$ cat src/rtl/servo_pwm_driver_if.sv
// Command/status bundle between the arm/sensor sequencers and the servo PWM driver.
interface servo_pwm_driver_if #(
    parameter int unsigned DUTY_W = 21
);
    logic              EnableServoDriver;
    logic [1:0]        ServoNum;
    logic [DUTY_W-1:0] ActiveServoDuty;
    logic [3:0]        ServoPWM;
    logic              ActivePeriodFinished;

    // Sequencer side: issues commands, observes PWM lines and frame tick
    modport master (
        output EnableServoDriver,
        output ServoNum,
        output ActiveServoDuty,
        input  ServoPWM,
        input  ActivePeriodFinished
    );

    // Driver side
    modport slave (
        input  EnableServoDriver,
        input  ServoNum,
        input  ActiveServoDuty,
        output ServoPWM,
        output ActivePeriodFinished
    );
endinterface

$ cat src/rtl/servo_pwm_driver.sv
// Four-channel servo PWM generator; per-channel duty latched only at frame boundaries.
module servo_pwm_driver #(
    parameter int unsigned PERIOD   = 2_000_000,
    parameter int unsigned MIN_DUTY = 50_000,
    parameter int unsigned MAX_DUTY = 250_000,
    parameter int unsigned DUTY_W   = 21
) (
    input  logic               clk,
    input  logic               ResetServoDriver_n,
    servo_pwm_driver_if.slave  bus
);

    localparam int unsigned NUM_CH = 4;

    localparam logic [DUTY_W-1:0] CNT_LAST = DUTY_W'(PERIOD - 1);
    localparam logic [DUTY_W-1:0] CNT_PRE  = DUTY_W'(PERIOD - 2);
    localparam logic [DUTY_W-1:0] DUTY_LO  = DUTY_W'(MIN_DUTY);
    localparam logic [DUTY_W-1:0] DUTY_HI  = DUTY_W'(MAX_DUTY);

    logic [DUTY_W-1:0] cnt;
    logic [DUTY_W-1:0] cnt_next_c;
    logic [DUTY_W-1:0] duty [NUM_CH];
    logic [DUTY_W-1:0] duty_clamped_c;
    logic [NUM_CH-1:0] armed;
    logic [NUM_CH-1:0] pwm;
    logic [NUM_CH-1:0] pwm_next_c;
    logic              apf;
    logic              apf_next_c;
    logic              frame_end_c;

    // Saturate the commanded pulse width into the mechanically safe range
    always_comb begin
        duty_clamped_c = bus.ActiveServoDuty;
        if (bus.ActiveServoDuty < DUTY_LO) begin
            duty_clamped_c = DUTY_LO;
        end else if (bus.ActiveServoDuty > DUTY_HI) begin
            duty_clamped_c = DUTY_HI;
        end
    end

    // Next frame position, frame tick and per-channel PWM levels
    always_comb begin
        frame_end_c = bus.EnableServoDriver && (cnt == CNT_LAST);
        apf_next_c  = bus.EnableServoDriver && (cnt == CNT_PRE);
        cnt_next_c  = cnt + DUTY_W'(1);
        if (!bus.EnableServoDriver || frame_end_c) begin
            cnt_next_c = '0;
        end
        pwm_next_c = '0;
        for (int i = 0; i < int'(NUM_CH); i++) begin
            pwm_next_c[i] = bus.EnableServoDriver && armed[i] && (cnt < duty[i]);
        end
    end

    // Frame counter and registered outputs
    always_ff @(posedge clk or negedge ResetServoDriver_n) begin
        if (!ResetServoDriver_n) begin
            cnt <= '0;
            pwm <= '0;
            apf <= 1'b0;
        end else begin
            cnt <= cnt_next_c;
            pwm <= pwm_next_c;
            apf <= apf_next_c;
        end
    end

    // Latch the addressed channel's command on the edge closing each frame
    always_ff @(posedge clk or negedge ResetServoDriver_n) begin
        if (!ResetServoDriver_n) begin
            for (int i = 0; i < int'(NUM_CH); i++) begin
                duty[i] <= '0;
            end
            armed <= '0;
        end else if (frame_end_c) begin
            duty[bus.ServoNum]  <= duty_clamped_c;
            armed[bus.ServoNum] <= 1'b1;
        end
    end

    assign bus.ServoPWM             = pwm;
    assign bus.ActivePeriodFinished = apf;

endmodule

$ cat src/flat_wrapper.sv
// flat-port wrapper written by rule: the top's interface ports become plain ports
module servo_pwm_driver_flat 
#(
    parameter int unsigned PERIOD   = 2_000_000,
    parameter int unsigned MIN_DUTY = 50_000,
    parameter int unsigned MAX_DUTY = 250_000,
    parameter int unsigned DUTY_W   = 21
)
  (clk, ResetServoDriver_n, bus_EnableServoDriver, bus_ServoNum, bus_ActiveServoDuty, bus_ServoPWM, bus_ActivePeriodFinished);
  servo_pwm_driver_if #(.DUTY_W(DUTY_W)) bus_i ();
  input  logic clk;
  input  logic ResetServoDriver_n;
  input wire logic [$bits(bus_i.EnableServoDriver)-1:0] bus_EnableServoDriver;
  input wire logic [$bits(bus_i.ServoNum)-1:0] bus_ServoNum;
  input wire logic [$bits(bus_i.ActiveServoDuty)-1:0] bus_ActiveServoDuty;
  output wire logic [$bits(bus_i.ServoPWM)-1:0] bus_ServoPWM;
  output wire logic [$bits(bus_i.ActivePeriodFinished)-1:0] bus_ActivePeriodFinished;
  assign bus_i.EnableServoDriver = bus_EnableServoDriver;
  assign bus_i.ServoNum = bus_ServoNum;
  assign bus_i.ActiveServoDuty = bus_ActiveServoDuty;
  assign bus_ServoPWM = bus_i.ServoPWM;
  assign bus_ActivePeriodFinished = bus_i.ActivePeriodFinished;
  servo_pwm_driver #(.PERIOD(PERIOD), .MIN_DUTY(MIN_DUTY), .MAX_DUTY(MAX_DUTY), .DUTY_W(DUTY_W)) u_core (.clk(clk), .ResetServoDriver_n(ResetServoDriver_n), .bus(bus_i));
endmodule
$ cat config.mk
export PLATFORM = sky130hd
export DESIGN_NAME = servo_pwm_driver_flat
export DESIGN_NICKNAME = d
export VERILOG_FILES = /design/src/rtl/servo_pwm_driver_if.sv /design/src/rtl/servo_pwm_driver.sv /design/src/flat_wrapper.sv
export SDC_FILE = /design/constraint.sdc
export NUM_CORES = 1
export LEC_CHECK = 0
export CORE_MARGIN = 10
export CORE_UTILIZATION = 41
export CTS_CLUSTER_DIAMETER = 50
export DETAILED_ROUTE_END_ITERATION = 8
export DONT_BUFFER_PORTS = 1
export HOLD_SLACK_MARGIN = 0.02
export PLACE_DENSITY_LB_ADDON = 0.1
export SYNTH_ARGS = -nofsm -noshare
export SYNTH_HDL_FRONTEND = slang
export SYNTH_SLANG_ARGS = --single-unit
$ cat constraint.sdc
create_clock -name clk -period 2.6 [get_ports clk]
set_input_delay 0.26 -clock clk [delete_from_list [all_inputs] [get_ports clk]]
set_output_delay 0.26 -clock clk [all_outputs]
set_load 0.02 [all_outputs]
-- Yosys cells after proc, flatten, opt, wreduce, memory -nomap -nowiden
Cells that the tools add are included.
- input bits: 26
- register bits: 114
- output and inout bits: 5
- reduce and logical (&&, ||, !) cells: 14
- order comparisons: 10
- add/sub/neg operators: 1
- bitwise logic cells: 2
- equality and inequality tests: 2
- muxes and demuxes: 8
- operators by type and width (operator ; count):
    bitwise mux 84 bit ; 1
    < comparator 21 bit ; 4
    two-way mux 21 bit ; 4
    demux 21 bit (select 2 bit) ; 1
    equality test 21 bit (second input constant) ; 2
    adder 21 x 1 -> 21 bit (second input constant) ; 1
    > comparator 21 x 18 -> 1 bit (second input constant) ; 1
    < comparator 21 x 16 -> 1 bit (second input constant) ; 1
    logical AND 1 bit ; 12
    bitwise OR 4 bit ; 1
    greater-or-equal comparator 3 bit (second input constant) ; 1
    < comparator 2 x 3 -> 1 bit (second input constant) ; 1
    < comparator 3 x 1 -> 1 bit (second input constant) ; 1
    inverter 2 -> 3 bit ; 1
    demux 1 bit (select 2 bit) ; 1
    greater-or-equal comparator 2 x 1 -> 1 bit (second input constant) ; 1
    zero test 1 bit ; 1
    logical OR 1 bit ; 1
    two-way mux 1 bit ; 1

-- Longest topological paths before layout
Gate-level depths: netlist of run 1.
- depth in word-level cells: 6
- gate-level depth with buffers: 7
- mapped depth without buffers: 7

-- Least setup slack after synthesis of run 1
Ideal clock, no wire load.
- path kind: register to register
- start: register u_core.cnt[0]
- end: register u_core.duty[49] in the netlist's numbering
- setup slack: 414 ps
- data required time: 2475 ps
- path buffers: 0
- data arrival time: 2062 ps
- stages on the path, launching flop included: 7
- period minus slack after synthesis: 2186 ps
- library setup time: 125 ps
- cell sequence: dfrtp_1 > ha_1 > nand4_2 > nor2_2 > nand2_1 > nor4b_4 > mux2_2
- word-level cells in the longest chain between the ends: 2
- ends and longest elaborated chain (element ; line ; text):
    start, declared ; servo_pwm_driver.sv:20 ; logic [DUTY_W-1:0] cnt;
    start signal, assigned ; servo_pwm_driver.sv:62 ; cnt <= cnt_next_c;
    equality test 21 bit ; servo_pwm_driver.sv:43 ; frame_end_c = bus.EnableServoDriver && (cnt == CNT_LAST);
    logical AND 1 bit ; servo_pwm_driver.sv:43 ;
    end signal, assigned by index ; servo_pwm_driver.sv:76 ; duty[bus.ServoNum] <= duty_clamped_c;
    end, declared ; servo_pwm_driver.sv:22 ; logic [DUTY_W-1:0] duty [NUM_CH];
Every way passes these cells.
A chain may end at the register's enable or synchronous reset.

-- Worst setup path after layout of run 1
- start: register u_core.cnt[2]
- end: register u_core.pwm[2], in the netlist u_core.bus.ServoPWM[2]
- word-level cells in the longest chain between the ends: 2
- ends and longest elaborated chain (element ; line ; text):
    < comparator 21 bit ; servo_pwm_driver.sv:51 ; pwm_next_c[i] = bus.EnableServoDriver && armed[i] && (cnt < duty[i]);
    logical AND 1 bit ; servo_pwm_driver.sv:51 ;
    named net u_core.pwm_next_c[2] ; servo_pwm_driver.sv:26 ; logic [NUM_CH-1:0] pwm_next_c;
    end signal, assigned ; servo_pwm_driver.sv:63 ; pwm <= pwm_next_c;
    end, declared ; servo_pwm_driver.sv:25 ; logic [NUM_CH-1:0] pwm;
The timed path passes the listed nets, and every way through them passes these cells.

==> impl_metrics.toml, run 1 <==
[outcome]
status = "complete, but fails checks"
violations = "hold timing"

[clock_tree]
cts_root_buf = "clkbuf_16"
cts_buffers = 17
numClockSinks = 114
cts_max_level = 4
postCtsSetupBuffers = 0
cts.clk_slew.worst_paths_ns = 0.05
clockBufferDepth = 2
clk_latency_ns = 0.42
tritoncts = "yes"
ctsHoldBuffers = 9

[floorplanning]
die_w_um = 147
core_sq_um = 15900
start_util_pct = 41.8
fp-row-count = 46
io_pins = 31
die_h_um = 147
die-area_sq_um = 21700

[timing]
drv_slew = 0
rsz0062_at_grt = "no"
max_freq_mhz = 421
setup_tns_ns = 0
worst_pin_slew_ns = 1.09
skew_ns = 0.00825
post-route-period-util_pct = 91.4
hold_ws_ns = -0.458
setup_viol = 0
relSlewSlack_pct = 26.5
period_minus_slack_ns = 2.38
hold_viol_final = 114

[synth]
yosys_warnings = 0
post-synth-top-area-cell = "dfrtp_1"
synth_edf_count = 0
avgSynthCellArea_sq_um = 10.1
syn_inst = 656
synthFlopType = "dfrtp_1"
synth_top_area_share_pct = 42.9
syn_area_sq_um = 6650
synth_fp_nets = 764
synthTopCellsByArea = "dfrtp_1, ha_1, inv_1"
yosysUniqueCellTypes = 50
async_flop_share_pct = 100
yosysSeqAreaShare_pct = 42.9
synth-seq-cells = 114

[worst_setup_path]
crit_arrival_ns = 2.67
end_kind = "flop"
required_ns = 2.89
startpoint_type = "flop"
path_max_fanout = 9
crit_type = "reg2reg"

[flow_run]
max_cap_violations = 0

[layout]
final_common_cell = "dfrtp_1"
nFillCells = 1525
finalNonFillerCells = 924
layout.nets = 801
drive_above_1_share_pct = 11.3
final_cell_mix = "dfrtp_1, inv_1, ha_1"
area_growth_pct = 15.6

[hold_path]
hp-class = "in2async"

[detailed_routing]
wl_per_cell_um = 20.2
drt_iter0_drc = 358
routed_wl_um = 18600
drc = 0
vias_per_cell = 5.52
final_antenna_net_count = 0
first_pass_iters = 4
num_vias = 5096

[power]
p_leak_nw = 3.74
combPwrFrac_pct = 2.7
pwr-share-clk_pct = 54.0
switching_power_uw = 863
sequentialPowerShare_pct = 43.3
ir_worst_vdd_mv = 0.437
power_switching_share_pct = 20.9
power_density_nw_per_um2 = 538
intPower_mw = 3.27

[global_routing]
grt_overflow = 0
antenna_found_initial = 0
grt_pass1_vias = 5142
grt_max_degree = 115
grtUsageTotal_pct = 17.7
grt_pass1_wl_um = 29400

[placed_design]
dp_cells = 881
dp.final_hpwl_um = 13000
gp_routability_congestion = 0.863
port-buffer-count = 0
## through the flow
| step | power, mW | instance area [sq um] | utilization (%) | worst slack, ns | hold WS (ns) |
|---|---|---|---|---|---|
| 3_3_place_gp | 1.90 | 7030 | 44.2 | 0.291 | -0.0288 |
| 6_report | 4.13 | 7680 | 48.4 | 0.223 | -0.458 |
| 5_1_grt | 4.27 | 7670 | 48.3 | 0.109 | -0.481 |
| 3_5_place_dp | 1.91 | 7030 | 44.2 | 0.267 | -0.0285 |
| 4_1_cts | 4.16 | 7670 | 48.3 | 0.254 | -0.471 |
| 2_1_floorplan | 1.88 | 6650 | - | 0.414 | -0.0356 |
## cells by family (layout without fill, tap and decap cells)
family | count (synthesis) | count (layout) | share of synthesized area [%]
AND/OR/NAND/NOR | 177 | 177 | 14.2
XOR/XNOR | 19 | 19 | 2.50
adder cells (fa/ha/maj) | 82 | 82 | 15.4
other | 0 | 3 | 0
flip-flops | 114 | 114 | 42.9
AO/OA/AOI/OAI | 140 | 140 | 14.9
multiplexers | 23 | 23 | 3.84
buffers and inverters | 101 | 150 | 6.21
## power by group through the flow
stage          registers (mW)  logic, mW  clock network (mW)
2_1_floorplan            1.82     0.0628                   0
3_3_place_gp             1.82     0.0835                   0
3_5_place_dp             1.82     0.0851                   0
4_1_cts                  1.79      0.108                2.26
5_1_grt                  1.79      0.121                2.36
6_report                 1.79      0.110                2.23
## sequential cells by signal, indices dropped and copies added, names as in the netlist
name	flops
u_core.armed	4
u_core.duty	84
u_core.bus.ActivePeriodFinished	1
u_core.cnt	21
u_core.bus.ServoPWM	4
## cell usage after synthesis (2+ instances only)
cell type,count
a211oi_1,3
a21o_1,14
a21oi_1,36
a22o_1,8
a31oi_1,4
a32o_1,24
a32oi_1,3
and2_1,6
and3_1,2
buf_2,3
buf_6,4
clkbuf_1,7
dfrtp_1,114
ha_1,82
inv_1,87
mux2_2,20
mux2i_1,3
nand2_1,48
nand2b_1,4
nand3_1,7
nand4_1,21
nand4_2,2
nand4b_1,2
nor2_1,52
nor2b_1,9
nor3_1,6
nor3b_1,2
nor4_1,5
nor4_4,2
o211ai_1,5
o21a_1,2
o21ai_0,31
o41ai_1,4
xnor2_1,6
xor2_1,13
## layer usage
| layer | GRT usage, % | vias to the layer above | part of all wire, % |
|---|---|---|---|
| met5 | 0 | - | 0 |
| met4 | 4.11 | 0 | 0.73 |
| met3 | 4.91 | 10 | 5.6 |
| met2 | 27.5 | 123 | 46 |
| met1 | 23.8 | 2545 | 47 |
| li1 | - | 2418 | - |
## cell type report
| cell class | instances | area (sq um) | area share, % |
|---|---|---|---|
| clock inverters | 6 | 80.1 | 1.04 |
| inverters | 87 | 327 | 4.25 |
| diodes | 3 | 7.51 | 0.0977 |
| multi-input cells | 441 | 3380 | 44.0 |
| flip-flops and latches | 114 | 2850 | 37.1 |
| repair buffers | 32 | 288 | 3.75 |
| well taps | 216 | 270 | 3.52 |
| clock buffers | 25 | 475 | 6.19 |
## what timing repair did
item                                    in CTS  in global routing
gates resized for setup                      0                  0
endpoints found under the setup margin       0                  0
endpoints found under the hold margin      150                114
## final timing paths
kind	start	endpoint	slack (ns)	cells past startpoint
worst max-delay path	u_core.cnt[2]$_DFF_PN0_	u_core.bus.ServoPWM[2]$_DFF_PN0_	0.22	7
worst min-delay path	ResetServoDriver_n	u_core.duty[20]$_DFFE_PN0P_	-0.46	0
worst max register to register	u_core.cnt[2]$_DFF_PN0_	u_core.bus.ServoPWM[2]$_DFF_PN0_	0.22	7
worst min register to register	u_core.armed[1]$_DFFE_PN0P_	u_core.armed[1]$_DFFE_PN0P_	0.47	1
max in group asynchronous	ResetServoDriver_n	u_core.duty[48]$_DFFE_PN0P_	2.92	0
min in group clk	bus_EnableServoDriver	u_core.cnt[1]$_DFF_PN0_	0.06	2
## critical path: stages (launching register included)
cell     delay, ns
dfrtp_1       0.51
ha_1          0.36
nand2_1       0.05
o21ai_0       0.16
a31oi_1       0.19
o41ai_1       0.70
buf_4         0.22
a21oi_1       0.07
Note: power is estimated with default switching activity, not from simulation.
==> run 2, diff against run 1 <==
--- a/config.mk
+++ b/config.mk
@@ -6,7 +6,7 @@
 export NUM_CORES = 1
 export LEC_CHECK = 0
 export CORE_MARGIN = 10
-export CORE_UTILIZATION = 41
+export CORE_UTILIZATION = 50
 export CTS_CLUSTER_DIAMETER = 50
 export DETAILED_ROUTE_END_ITERATION = 8
 export DONT_BUFFER_PORTS = 1
==> run 2 against run 1 <==
  * The flow still finishes with violations (hold timing)
  * Worst setup slack lost 0.040 ns
  * Cell area grew 0.80%
  * Utilization grew 11 points
  * Critical endpoint is now u_core.duty[58]$_DFFE_PN0P_
  * First-iteration DRC count shrank 5.6%
  * Worst hold slack lost 0.0090 ns
  * Clock power grew 21%
==> impl_metrics.toml, run 2 (synthesis results as in run 1) <==
[worst_setup_path]
startpoint_type = "flop"
slowest_delay_ns = 0.47
r2r_setup_slack_ns = 0.18
end_kind = "flop"
r2r-end = "u_core.duty[58]$_DFFE_PN0P_"
r2r_start = "u_core.cnt[1]$_DFF_PN0_"
crit_arrival_ns = 2.72
path_cells = "ha_1, nand4_2, nor2_4, nand2_1, nor4b_4, buf_4, mux2_2"
required_ns = 2.90
crit_buf_inv = 1
slowest_stage = "dfrtp_1"
r2r_cells = 7
path_max_fanout = 17
cp.depth = 7
crit_type = "reg2reg"
path_delay_family = "simple AND/OR/NAND/NOR gates"

[timing]
skew_ns = 0.00410
drv_slew = 0
setup_tns_ns = 0
hold_ws_ns = -0.467
period_minus_slack_ns = 2.42
relSlewSlack_pct = 42.1
rsz0062_at_grt = "no"
post-route-period-util_pct = 93.0
hold_viol_final = 114
setup_slack_ns = 0.183
worst_pin_slew_ns = 0.859
setup_viol = 0
max_freq_mhz = 414

[clock_tree]
ctsHoldBuffers = 9
numClockSinks = 114
cts_buffers = 17
clockBufferDepth = 2
postCtsSetupBuffers = 0
clk_latency_ns = 0.42
cts_max_level = 4
cts.clk_slew.worst_paths_ns = 0.05
tritoncts = "yes"
cts_root_buf = "clkbuf_16"

[power]
intPower_mw = 3.71
power.total_mw = 4.59
pwr-share-clk_pct = 58.7
power_switching_share_pct = 19.2
combPwrFrac_pct = 2.3
sequentialPowerShare_pct = 39.0
switching_power_uw = 881
power_density_nw_per_um2 = 593
ir_worst_vdd_mv = 0.528
p_leak_nw = 3.79

[floorplanning]
io_pins = 31
fp-row-count = 42
die_w_um = 135
core_sq_um = 13100
die_h_um = 135
die-area_sq_um = 18300
start_util_pct = 50.6

[outcome]
violations = "hold timing"
status = "complete, but fails checks"

[detailed_routing]
first_pass_iters = 4
routed_wl_um = 17600
num_vias = 5017
drc = 0
drt_iter0_drc = 338
wl_per_cell_um = 20.0
final_antenna_net_count = 0
vias_per_cell = 5.68

[global_routing]
grt_max_degree = 115
grtUsageTotal_pct = 20.1
grt_pass1_vias = 5091
grt_pass1_wl_um = 28100
grt_overflow = 0
antenna_found_initial = 0

[layout]
seqCellArea_sq_um = 2850
top_register = "u_core.duty"
area_growth_pct = 16.5
fin_util_pct = 58.9
layout.nets = 802
final_cell_mix = "dfrtp_1, inv_1, ha_1"
reg.largest.list = "u_core.duty: 84 flops, u_core.cnt: 21 flops"
multiInputGateArea_sq_um = 3390
drive_above_1_share_pct = 12.5
final_common_cell = "dfrtp_1"
largest_reg_flops = 84
nFillCells = 1127

[placed_design]
port-buffer-count = 0
placement.setup.worst_slack_ns = 0.107
gp_routability_congestion = 0.872
dp.final_hpwl_um = 12500

[flow_run]
max_cap_violations = 0

[hold_path]
hp-class = "in2async"
==> run 2: cell types whose count changed in the layout (fill, tap and decap cells not counted), sizes merged <==
cell and delta:
bufinv +4, clkbuf -4, diode -2, buf +1, clkinv -1, clkinvlp +1
==> run 2: per-stage QoR <==
step / area [sq um] / std cells
global route: 7740 / 882
CTS: 7730 / 882
global placement: 6960 / 842
floorplan: 6650 / 656
finish: 7740 / 883
detailed placement: 6960 / 842
==> run 2: routing by layer <==
| metal | routed length (um) | vias up | part of all wire [%] | global-route usage, % |
|---|---|---|---|---|
| li1 | - | 2408 | - | - |
| met1 | 8120 | 2465 | 46 | 26.5 |
| met2 | 8180 | 112 | 46 | 31.4 |
| met3 | 870 | 32 | 4.9 | 4.30 |
| met4 | 455 | 0 | 2.6 | 8.55 |
| met5 | 0 | - | 0 | 0 |
==> run 2: area by class of cell <==
class / instances / share of cell area [%]
clock inverter: 10 / 2.62
timing repair buffer: 33 / 3.49
inverter: 87 / 4.22
tap: 176 / 2.84
antenna: 1 / 0.0323
sequential: 114 / 36.9
clock buffer: 21 / 6.21
multi-input combinational: 441 / 43.7
==> run 2: worst max-delay path by stage <==
stage                                   to  slack (ns)                    start
6_report       u_core.duty[58]$_DFFE_PN0P_        0.18  u_core.cnt[1]$_DFF_PN0_
5_1_grt        u_core.duty[58]$_DFFE_PN0P_       0.004  u_core.cnt[1]$_DFF_PN0_
3_5_place_dp   u_core.duty[58]$_DFFE_PN0P_        0.11  u_core.cnt[0]$_DFF_PN0_
2_1_floorplan  u_core.duty[49]$_DFFE_PN0P_        0.41  u_core.cnt[0]$_DFF_PN0_
4_1_cts        u_core.duty[58]$_DFFE_PN0P_        0.09  u_core.cnt[0]$_DFF_PN0_
3_3_place_gp   u_core.duty[49]$_DFFE_PN0P_        0.24  u_core.cnt[1]$_DFF_PN0_
==> run 2: repair_timing <==
item,CTS,global route
endpoints found under the setup margin,0,14
gates resized for setup,0,2
endpoints found under the hold margin,150,114
==> run 2: power groups by stage <==
stage,registers (mW),clock network [mW],logic [mW]
floorplan,1.82,0,0.0628
global placement,1.82,0,0.0798
detailed placement,1.82,0,0.0827
CTS,1.79,2.72,0.107
global route,1.79,2.81,0.118
finish,1.79,2.69,0.106
==> run 3, diff against run 2 <==
--- a/config.mk
+++ b/config.mk
@@ -5,8 +5,8 @@
 export SDC_FILE = /design/constraint.sdc
 export NUM_CORES = 1
 export LEC_CHECK = 0
-export CORE_MARGIN = 10
-export CORE_UTILIZATION = 50
+export CORE_MARGIN = 1
+export CORE_UTILIZATION = 60
 export CTS_CLUSTER_DIAMETER = 50
 export DETAILED_ROUTE_END_ITERATION = 8
 export DONT_BUFFER_PORTS = 1
==> run 3 against run 2 <==
  * The run still ends with hold timing left
  * Utilization grew 12 points
  * Worst setup slack gained 0.013 ns
  * Sequential share of layout area grew 0.48 points
  * Largest power group unchanged
  * Highest routed layer unchanged
==> impl_metrics.toml, run 3 (synthesis results as in run 1) <==
[layout]
reg.largest.list = "u_core.duty: 84 flops, u_core.cnt: 21 flops"
area_growth_pct = 14.9
layout.nets = 797
fin_util_pct = 70.8
final_cell_mix = "dfrtp_1, inv_1, ha_1"
final_common_cell = "dfrtp_1"
largest_reg_flops = 84
final_area_sq_um = 7640
drive_above_1_share_pct = 11.3
finalNonFillerCells = 842
top_register = "u_core.duty"
antenna_cells = 0

[timing]
hold_ws_ns = -0.578
hold_viol_final = 114
setup_slack_ns = 0.196
setup_viol = 0
skew_ns = 0.00948
period_minus_slack_ns = 2.40
max_freq_mhz = 416
worst_pin_slew_ns = 0.829
drv_slew = 0
rsz0062_at_grt = "no"
relSlewSlack_pct = 44.1
post-route-period-util_pct = 92.4
setup_tns_ns = 0

[floorplanning]
io_pins = 31
die_w_um = 107
die_h_um = 107
die-area_sq_um = 11500
fp-row-count = 38
core_sq_um = 10800
start_util_pct = 61.6

[worst_setup_path]
path_delay_family = "simple AND/OR/NAND/NOR gates"
slowest_stage = "dfrtp_1"
crit_start = "u_core.cnt[1]$_DFF_PN0_"
r2r_setup_slack_ns = 0.20
crit_buf_inv = 1
r2r_start = "u_core.cnt[1]$_DFF_PN0_"
cp.depth = 7
end_kind = "flop"
startpoint_type = "flop"
path_cells = "ha_1, nand4_2, nor2_2, nand2_1, nor4b_4, buf_4, mux2_2"
slowest_delay_ns = 0.50
path_max_fanout = 17
required_ns = 3.01
r2r_cells = 7
crit_end = "u_core.duty[51]$_DFFE_PN0P_"
crit_type = "reg2reg"
crit_arrival_ns = 2.82
r2r-end = "u_core.duty[51]$_DFFE_PN0P_"

[outcome]
violations = "hold timing"
status = "complete, but fails checks"

[global_routing]
grt_max_degree = 115
grt_pass1_wl_um = 26600
grt_pass1_vias = 5062
grt_overflow = 0
grtUsageTotal_pct = 31.7
antenna_found_initial = 0

[clock_tree]
ctsHoldBuffers = 11
tritoncts = "yes"
cts_root_buf = "clkbuf_8"
cts_resized = 0
cts.clk_slew.worst_paths_ns = 0.06
postCtsSetupBuffers = 0
numClockSinks = 114
cts_buffers = 17
clk_latency_ns = 0.53
cts_max_level = 4
clockBufferDepth = 2

[detailed_routing]
num_vias = 5174
routed_wl_um = 17100
wl_per_cell_um = 20.3
final_antenna_net_count = 0
first_pass_iters = 5
drt_iter0_drc = 383
vias_per_cell = 6.14
drc = 0

[placed_design]
port-buffer-count = 0
dp_cells = 799
placement.setup.worst_slack_ns = 0.254
dp.final_hpwl_um = 11700
gp_routability_congestion = 0.906
postPlaceCellArea_sq_um = 6860

[power]
power_switching_share_pct = 19.4
pwr-share-clk_pct = 58.0
sequentialPowerShare_pct = 39.6
ir_worst_vdd_mv = 0.693
switching_power_uw = 876
p_leak_nw = 3.76
intPower_mw = 3.64
combPwrFrac_pct = 2.4
power_density_nw_per_um2 = 592

[hold_path]
hp-class = "in2async"

[flow_run]
max_cap_violations = 0
-- run 3: cell types whose count changed in the layout (fill, tap and decap cells not counted), sizes merged --
cell	change
dlygate4sd3	+2
diode	-1
buf	-7
clkbuf	+1
-- run 3: metrics by stage --
stage / hold WS, ns / power [mW]
2_1_floorplan: -0.0356 / 1.88
3_3_place_gp: -0.0333 / 1.90
3_5_place_dp: -0.0325 / 1.90
4_1_cts: -0.594 / 4.54
5_1_grt: -0.600 / 4.64
6_report: -0.578 / 4.52
-- run 3: worst min-delay path by stage --
stage | start | to | slack, ns
after global routing | ResetServoDriver_n | u_core.duty[20]$_DFFE_PN0P_ | -0.60
final | ResetServoDriver_n | u_core.duty[20]$_DFFE_PN0P_ | -0.58
after global placement | ResetServoDriver_n | u_core.duty[20]$_DFFE_PN0P_ | -0.03
after floorplan | ResetServoDriver_n | u_core.armed[0]$_DFFE_PN0P_ | -0.04
after CTS | ResetServoDriver_n | u_core.duty[80]$_DFFE_PN0P_ | -0.59
after detailed placement | ResetServoDriver_n | u_core.armed[0]$_DFFE_PN0P_ | -0.03
-- run 3: power groups by stage --
stage	clock [mW]	combinational (mW)	sequential (mW)
after CTS	2.64	0.108	1.79
after floorplan	0	0.0628	1.82
after detailed placement	0	0.0800	1.82
final	2.62	0.109	1.79
after global placement	0	0.0770	1.82
after global routing	2.73	0.120	1.79
-- run 3: worst reg2reg max path: cells and delay by family, from the launching register on --
family	cells	cell delay [ns]
muxes	1	0.37
DFF	1	0.50
adders and majority gates	1	0.29
buffers and inverters	1	0.29
and+or+nand+nor	4	0.85
-- run 3: layer usage --
layer / vias up / track usage (%) / share of wire (%)
met3: 36 / 7.51 / 6.5
met5: - / 0 / 0
met2: 183 / 49.4 / 47
met4: 0 / 11.3 / 2.2
li1: 2388 / - / -
met1: 2567 / 43.4 / 44
-- run 3: area by class of cell --
| cell class | count | area, sq um |
|---|---|---|
| multi-input cells | 441 | 3380 |
| fillers | 773 | 3150 |
| flip-flops and latches | 114 | 2850 |
| clock buffers | 22 | 463 |
| inverters | 87 | 327 |
| repair buffers | 28 | 238 |
| clock inverters | 10 | 203 |
| well taps | 140 | 175 |
